`config.mk`:
```
export PLATFORM = sky130hd
export DESIGN_NAME = sd_init_sequencer
export DESIGN_NICKNAME = d
export VERILOG_FILES = /design/src/rtl/sd_init_sequencer.sv
export SDC_FILE = /design/constraint.sdc
export NUM_CORES = 1
export LEC_CHECK = 0
export CORE_UTILIZATION = 40
export DETAILED_ROUTE_END_ITERATION = 10
export PLACE_DENSITY = 0.87
export SLEW_MARGIN = 5
export SYNTH_ARGS = -nofsm -noshare
export SYNTH_HDL_FRONTEND = slang
export SYNTH_SLANG_ARGS = --single-unit
export TNS_END_PERCENT = 20
```
`constraint.sdc`:
```
create_clock -name clk -period 3.4 [get_ports clk]
set_input_delay 0.34 -clock clk [delete_from_list [all_inputs] [get_ports clk]]
set_output_delay 0.34 -clock clk [all_outputs]
set_load 0.005 [all_outputs]
```
`src/rtl/sd_init_sequencer.sv`:
```
// SPI-mode SD card initialisation sequencer: drives the command engine through power-up,
// CMD0, CMD8, the CMD55/ACMD41 loop and CMD58, classifying the card or reporting an error.
module sd_init_sequencer #(
    parameter int unsigned CMD0_RETRIES   = 8,
    parameter int unsigned ACMD41_RETRIES = 1000,
    parameter int unsigned POWERUP_BYTES  = 10
) (
    input  logic        clk,
    input  logic        rst_n,
    input  logic        init_start_i,
    output logic        ss_n_o,
    output logic        dummy_start_o,
    output logic [7:0]  dummy_nbytes_o,
    input  logic        dummy_done_i,
    output logic        cmd_start_o,
    output logic [5:0]  cmd_index_o,
    output logic [31:0] cmd_arg_o,
    output logic [6:0]  cmd_crc_o,
    output logic [2:0]  cmd_nresp_o,
    input  logic        cmd_done_i,
    input  logic [7:0]  resp_r1_i,
    input  logic [31:0] resp_ext_i,
    output logic        init_busy_o,
    output logic        init_ok_o,
    output logic        init_err_o,
    output logic [2:0]  err_code_o,
    output logic        card_v2_o,
    output logic        card_hc_o
);

    localparam int unsigned C0W  = $clog2(CMD0_RETRIES + 1);
    localparam int unsigned A41W = $clog2(ACMD41_RETRIES + 1);
    // Last attempt index: reaching it on a failed response means the budget is spent.
    localparam logic [C0W-1:0]  C0Last  = C0W'(CMD0_RETRIES - 1);
    localparam logic [A41W-1:0] A41Last = A41W'(ACMD41_RETRIES - 1);

    typedef enum logic [3:0] {
        StIdle, StPwr, StC0, StW0, StC8, StW8, StC55, StW55,
        StC41, StW41, StC58, StW58, StDone, StErr
    } state_e;

    state_e           state_q;
    logic             ss_n_q, dummy_start_q, cmd_start_q;
    logic [5:0]       cmd_index_q;
    logic [31:0]      cmd_arg_q;
    logic [6:0]       cmd_crc_q;
    logic [2:0]       cmd_nresp_q;
    logic             busy_q, ok_q, err_q, card_v2_q, card_hc_q;
    logic [2:0]       err_code_q;
    logic [C0W-1:0]   c0_cnt_q;
    logic [A41W-1:0]  a41_cnt_q;

    always_ff @(posedge clk or negedge rst_n) begin
        if (!rst_n) begin
            state_q       <= StIdle;
            ss_n_q        <= 1'b1;
            dummy_start_q <= 1'b0;
            cmd_start_q   <= 1'b0;
            cmd_index_q   <= '0;
            cmd_arg_q     <= '0;
            cmd_crc_q     <= '0;
            cmd_nresp_q   <= '0;
            busy_q        <= 1'b0;
            ok_q          <= 1'b0;
            err_q         <= 1'b0;
            err_code_q    <= '0;
            card_v2_q     <= 1'b0;
            card_hc_q     <= 1'b0;
            c0_cnt_q      <= '0;
            a41_cnt_q     <= '0;
        end else begin
            dummy_start_q <= 1'b0;
            cmd_start_q   <= 1'b0;
            unique case (state_q)
                StIdle, StDone, StErr: begin
                    if (init_start_i) begin
                        state_q       <= StPwr;
                        dummy_start_q <= 1'b1;
                        busy_q        <= 1'b1;
                        ok_q          <= 1'b0;
                        err_q         <= 1'b0;
                        err_code_q    <= '0;
                        card_v2_q     <= 1'b0;
                        card_hc_q     <= 1'b0;
                        c0_cnt_q      <= '0;
                        a41_cnt_q     <= '0;
                    end
                end
                StPwr: begin
                    if (dummy_done_i) begin
                        state_q <= StC0;
                        ss_n_q  <= 1'b0;
                    end
                end
                StC0: begin
                    cmd_start_q <= 1'b1;
                    cmd_index_q <= 6'd0;
                    cmd_arg_q   <= 32'h0000_0000;
                    cmd_crc_q   <= 7'h4A;
                    cmd_nresp_q <= 3'd1;
                    state_q     <= StW0;
                end
                StC8: begin
                    cmd_start_q <= 1'b1;
                    cmd_index_q <= 6'd8;
                    cmd_arg_q   <= 32'h0000_01AA;
                    cmd_crc_q   <= 7'h43;
                    cmd_nresp_q <= 3'd5;
                    state_q     <= StW8;
                end
                StC55: begin
                    cmd_start_q <= 1'b1;
                    cmd_index_q <= 6'd55;
                    cmd_arg_q   <= 32'h0000_0000;
                    cmd_crc_q   <= 7'h7F;
                    cmd_nresp_q <= 3'd1;
                    state_q     <= StW55;
                end
                StC41: begin
                    cmd_start_q <= 1'b1;
                    cmd_index_q <= 6'd41;
                    cmd_arg_q   <= card_v2_q ? 32'h4000_0000 : 32'h0000_0000;
                    cmd_crc_q   <= 7'h7F;
                    cmd_nresp_q <= 3'd1;
                    state_q     <= StW41;
                end
                StC58: begin
                    cmd_start_q <= 1'b1;
                    cmd_index_q <= 6'd58;
                    cmd_arg_q   <= 32'h0000_0000;
                    cmd_crc_q   <= 7'h7F;
                    cmd_nresp_q <= 3'd5;
                    state_q     <= StW58;
                end
                StW0: begin
                    if (cmd_done_i) begin
                        if (resp_r1_i == 8'h01) begin
                            state_q <= StC8;
                        end else begin
                            c0_cnt_q <= c0_cnt_q + 1'b1;
                            if (c0_cnt_q >= C0Last) begin
                                state_q    <= StErr;
                                ss_n_q     <= 1'b1;
                                busy_q     <= 1'b0;
                                err_q      <= 1'b1;
                                err_code_q <= 3'd1;
                            end else begin
                                state_q <= StC0;
                            end
                        end
                    end
                end
                StW8: begin
                    if (cmd_done_i) begin
                        if (resp_r1_i == 8'h01 && resp_ext_i[11:0] == 12'h1AA) begin
                            card_v2_q <= 1'b1;
                            state_q   <= StC55;
                        end else if (resp_r1_i[2]) begin
                            card_v2_q <= 1'b0;
                            state_q   <= StC55;
                        end else begin
                            state_q    <= StErr;
                            ss_n_q     <= 1'b1;
                            busy_q     <= 1'b0;
                            err_q      <= 1'b1;
                            err_code_q <= 3'd2;
                        end
                    end
                end
                StW55: begin
                    if (cmd_done_i) begin
                        if (resp_r1_i == 8'h00 || resp_r1_i == 8'h01) begin
                            state_q <= StC41;
                        end else begin
                            state_q    <= StErr;
                            ss_n_q     <= 1'b1;
                            busy_q     <= 1'b0;
                            err_q      <= 1'b1;
                            err_code_q <= 3'd3;
                        end
                    end
                end
                StW41: begin
                    if (cmd_done_i) begin
                        if (resp_r1_i == 8'h00 && card_v2_q) begin
                            state_q <= StC58;
                        end else if (resp_r1_i == 8'h00) begin
                            state_q <= StDone;
                            ss_n_q  <= 1'b1;
                            busy_q  <= 1'b0;
                            ok_q    <= 1'b1;
                        end else if (resp_r1_i == 8'h01 && a41_cnt_q < A41Last) begin
                            a41_cnt_q <= a41_cnt_q + 1'b1;
                            state_q   <= StC55;
                        end else begin
                            if (resp_r1_i == 8'h01) a41_cnt_q <= a41_cnt_q + 1'b1;
                            state_q    <= StErr;
                            ss_n_q     <= 1'b1;
                            busy_q     <= 1'b0;
                            err_q      <= 1'b1;
                            err_code_q <= (resp_r1_i == 8'h01) ? 3'd4 : 3'd3;
                        end
                    end
                end
                StW58: begin
                    if (cmd_done_i) begin
                        ss_n_q <= 1'b1;
                        busy_q <= 1'b0;
                        if (resp_r1_i == 8'h00) begin
                            card_hc_q <= resp_ext_i[30];
                            state_q   <= StDone;
                            ok_q      <= 1'b1;
                        end else begin
                            state_q    <= StErr;
                            err_q      <= 1'b1;
                            err_code_q <= 3'd5;
                        end
                    end
                end
                default: state_q <= StIdle;
            endcase
        end
    end

    assign ss_n_o         = ss_n_q;
    assign dummy_start_o  = dummy_start_q;
    assign dummy_nbytes_o = 8'(POWERUP_BYTES);
    assign cmd_start_o    = cmd_start_q;
    assign cmd_index_o    = cmd_index_q;
    assign cmd_arg_o      = cmd_arg_q;
    assign cmd_crc_o      = cmd_crc_q;
    assign cmd_nresp_o    = cmd_nresp_q;
    assign init_busy_o    = busy_q;
    assign init_ok_o      = ok_q;
    assign init_err_o     = err_q;
    assign err_code_o     = err_code_q;
    assign card_v2_o      = card_v2_q;
    assign card_hc_o      = card_hc_q;

endmodule

```
# Yosys cells after proc, flatten, opt, wreduce, memory -nomap -nowiden
# Index checks and enable logic that the tools add are counted.
[word_totals] reg_bits=77 input_bits=45 output_inout_bits=67
[classes] addsub=2 magnitude_cmp=2 eq_ne=35 n_mux=102 n_reduce_logical=32
[ops] operator="$pmux 32 s3" count=1
[ops] operator="$mux 4" count=17
[ops] operator="$mux 10" count=6
[ops] operator="$mux 3" count=17
[ops] operator="$pmux 4 s12" count=1
[ops] operator="$mux 1" count=47
[ops] operator="$ne 2x2->1 const B" count=17
[ops] operator="$mux 31" count=1
[ops] operator="$pmux 6 s5" count=1
[ops] operator="$reduce_and 14->1" count=2
[ops] operator="$eq 4x4->1 const B" count=6
[ops] operator="$pmux 7 s3" count=1
[ops] operator="$pmux 10 s2" count=1
[ops] operator="$pmux 1 s6" count=3
[ops] operator="$pmux 3 s6" count=1
[ops] operator="$eq 4x3->1 const B" count=4
[ops] operator="$reduce_and 16->1" count=1
[ops] operator="$eq 12x9->1 const B" count=1
[ops] operator="$reduce_and 4->1" count=3
[ops] operator="$reduce_bool 6->1" count=2
[ops] operator="$reduce_or 3->1" count=4
[ops] operator="$add 10x1->10 const B" count=1
[ops] operator="$lt 10x10->1 const B" count=1
[ops] operator="$reduce_bool 2->1" count=5
[ops] operator="other kinds (21)" count=29

# Depth between registers and ports, before layout
[depth] word_depth=7 ltp_mapped=8 depth_no_buf=7

# Least setup slack after synthesis
# No wires, ideal clock.
[synth_path] path_kind="reg-to-reg" from="reg state_q[3]" to="reg a41_cnt_q[7]" setup_ns=0.076 arrival_time_ns=1.986 setup_slack_ns=1.338 stages_incl_launch_ff=8 n_path_buf=1 period_less_slack_ns=2.062 path_cell_list="dfrtp_1 buf_6 or3_4 a21oi_4 a21oi_4 or3_4 or4_1 o21ai_1"
[synth_via] elab_chain_len=4 word_cells_on_any_way=13 classes_between="8 x eq/ne; 1 x mux; 4 x reduce/logical"
[synth_lines] item="start, declared" line="42" rtl="state_e state_q;"
[synth_lines] item="start signal, assigned" line="55" rtl="state_q <= StIdle;"
[synth_lines] item="start signal, assigned" line="77" rtl="state_q <= StPwr;"
[synth_lines] item="start signal, assigned" line="91" rtl="state_q <= StC0;"
[synth_lines] item="$eq 4x4->1 or $logic_not 4->1 (tied branches)" line="74" rtl="unique case (state_q)"
[synth_lines] item="$reduce_or 3->1" line="74"
[synth_lines] item="$ne 2x2->1 (no line) or $reduce_bool 2->1 (tied branches)"
[synth_lines] item="$reduce_and 6->1 (no line)"
[synth_lines] item="end signal, assigned" line="193" rtl="a41_cnt_q <= a41_cnt_q + 1'b1;"
[synth_lines] item="end signal, assigned" line="196" rtl="if (resp_r1_i == 8'h01) a41_cnt_q <= a41_cnt_q + 1'b1;"
[synth_lines] item="end, declared" line="51" rtl="logic [A41W-1:0] a41_cnt_q;"
# Several ways; a longest one is shown, not always the timed one.
# A chain may end at the register's enable or synchronous reset.

# Worst setup path after layout
[layout_path] from="reg state_q[2]" to="reg state_q[1]"
[layout_via] elab_chain_len=4 word_cells_on_any_way=24 classes_between="20 x eq/ne; 1 x mux; 3 x reduce/logical"
[layout_lines] item="$eq 4x4->1 or $logic_not 4->1 (tied branches)" line="74"
[layout_lines] item="$reduce_or 3->1" line="74"
[layout_lines] item="$ne 2x2->1 (no line)"
[layout_lines] item="$reduce_and 7->1 (no line)"
# Several ways; a longest one is shown, not always the timed one.

==> results.md <==
* Clock root cell: clkbuf_8
* Multi-input logic area at 1480 µm²
* Endpoints failing setup at 0
* Cts hold-fix bufs at 0
* H-tree Lvls at 2
* Post-synth ARST share at 1.00
* Hold WC Path Type: in2async
* CTS tree: yes
* Max Cap Viol at 0
* Die area at 7420 µm²
* Via count at 2,491
* Avg Inst Size Synth at 8.61 µm²
* Worst path slowest cell: dfrtp_1
* DRC Markers at 0
* Final Hold Viols at 0
* Number of global-route vias before repair at 2,295
* Final min period at around 2.5 ns
* Inst Count DP at 462
* Postcts setup bufs at 0
* Vias per cell at 5.30
* Final worst slack at roughly 0.9 ns
* Antenna Nets Post-Route at 0
* P_leak at 0.00141 µW
* Yosys top cell by area: dfrtp_1
* N_diodes at 0
* CP Cell Sequence: buf_4 -> or4_1 -> o31a_1 -> o21ai_2 -> nand2b_1 -> o21bai_1 -> o311ai_0
* Synth cell types at 59
* Gr usage total at 0.187
* Die Y-Extent at 86.1 µm
* I/O pins at 112
* Fmax at 404 MHz
* Placed wire-length estimate at 4.87 mm
* Warnings, synthesis at 0
* RSZ-0062 raised after global routing: false
* Final layout net count at 420
* Core Region at 6830 µm²
* Initial antenna violation count at 0
* IO buf count at 57
* # clock sinks at 42
* Post-synth top area share at 0.362
* Total wire length at 6.60 mm
* Sum Neg Setup Slack at 0 ns
* Slew headroom at 0.379
* Finished Layout Cells at 470
* Final Slew Violations at 0
* RePlAce Congestion at 0.963
* Worst VDD drop at 0.374 mV
* First-pass GRT wire length at about 11 mm
* CP Capture Type: register
* Post-CTS Resized at 0
* Post-synth EDFFs at 0
* Mapped cell area at 2830 µm²
* DRT iter0 DRCs at ~140
* Sequential share of the synthesized area at 0.372
* Tcrit/Tclk final at 0.728
* Die Span X at 86.1 µm
* Crit Path Category: reg2reg
* Total grt overflow at 0
* Pwr Density at 698 nW/µm²
* Seq cells post-synth at 42
* Clock skew at 0.00512 ns
* Largest cells by area after synthesis: dfrtp_1, buf_4, o21ai_0, nor2_1, nand2_1
* Reg clk slew, reported paths at 0.08 ns
* Sequential cell area at ~1100 µm²
* CP Max Fanout at 17
* Place WS at ~0.68 ns
* Synth Flop Type: dfrtp_1
* Drt wl/cell at 14.0 µm
* Post-Syn Instances at roughly 330
* Status: finished clean
* Pin slew with the least headroom to its limit at 0.932 ns
* FILL cells at 698
* Post-synth top cells: buf_4, dfrtp_1, nor2_1, nand2_1, o21ai_0
* Clock buffer count from CTS at 5
* Tot Pwr at 2370 µW
* Layout cells sized above 1 at 0.0829
* Worst-skew pair later-pin latency at 0.30 ns
* Clock Path Buffers at 2
* TritonRoute pass-1 iters at 4
* Largest net degree at the start of global routing at 43
* Layout area overhead at 20.0%
* Initial Util at 0.414
* Worst EP required at between 3 and 4 ns
* Most common cell in the netlist: buf_4
* # rows at 30
* Critical Path AT at ~2.6 ns
* Setup crit start kind: register
* Slowest stage delay, CP at 0.54 ns
==> worst paths after layout <==
path	slack [ns]	end	depth (start not counted)	from
setup / recovery	0.93	state_q[1]	7	state_q[2]
hold / removal	0.17	dummy_start_o	1	rst_n
setup reg to reg	0.93	state_q[1]	7	state_q[2]
hold reg to reg	0.48	cmd_nresp_o[0]	1	cmd_nresp_o[0]
max in group asynchronous	2.64	c0_cnt_q[1]	1	rst_n
min in group clk	0.48	cmd_nresp_o[0]	1	cmd_nresp_o[0]
==> layer usage <==
metal  GRT usage  up-vias  routed length, µm
met5           0        -                  0
met4      0.0667        0                111
met1       0.239     1197               2790
met2       0.310      101               3290
li1            -     1182                  -
met3      0.0404       11                404
==> report_power, final <==
part | internal (µW) | switching [µW]
sequential | 630 | 150
clock | 220 | 174
combinational | 576 | 620
total | 1430 | 944
==> sequential cells by signal (all words and copies together) (netlist names) <==
name and flops:
init_ok_o 1, err_code_o 3, cmd_arg_o 2, card_hc_o 1, c0_cnt_q 4, a41_cnt_q 10, cmd_start_o 1, cmd_nresp_o 2
cmd_index_o 5, dummy_start_o 1, ss_n_o 1, state_q 4, card_v2_o 1, init_busy_o 1, cmd_crc_o 4, init_err_o 1
==> stage by stage <==
stage / hold slack [ns] / area (µm²) / utilization
final: 0.174 / 3400 / 0.497
after global routing: 0.249 / 3400 / 0.497
after CTS: 0.206 / 3400 / 0.497
after detailed placement: 0.471 / 3290 / 0.482
after global placement: 0.453 / 3290 / 0.482
after floorplan: 0.0444 / 2960 / -
==> layout by cell type (no fill, tap or decap), types with 3 or more instances in the layout <==
master and n:
nand2b_1 4, mux2_1 3, or2_2 4, clkbuf_8 5, clkdlybuf4s50_1 56, and3_1 3
nor4_1 5, mux2_2 3, o31a_1 3, nand3_1 11, nand2_1 30, dfrtp_1 41
nor2b_1 3, o21ai_0 27, a21oi_1 15, xor2_1 3, nor3b_1 6, a221oi_1 3
inv_1 4, a22o_1 3, or4_1 3, conb_1 35, nand4_1 5, nor3_1 8
xnor2_1 5, buf_4 8, nor2_1 35
==> area by class of cell <==
class	count	share of cell area
clock buffers	7	0.0225
clock inverters	1	0.00884
inverters	4	0.00442
multi-input cells	255	0.435
flip-flops and latches	42	0.310
well taps	96	0.0354
repair buffers	65	0.184
==> critical path: cells and delay by family, from the launching register on <==
| family | cells | cell delay [ns] |
|---|---|---|
| compound gates | 4 | 0.72 |
| buf+inv | 1 | 0.27 |
| flops | 1 | 0.54 |
| simple gates | 2 | 0.78 |
==> kinds of logic after synthesis <==
family | Yosys count | share of synthesized area
simple gates | 127 | 0.238
compound gates | 76 | 0.177
buf+inv | 65 | 0.150
flops | 42 | 0.372
xor+xnor | 8 | 0.0247
mux | 7 | 0.0274
fa+ha+maj | 2 | 0.00884
other cells | 2 | 0.00265
Power figures use the tool's default switching activity.
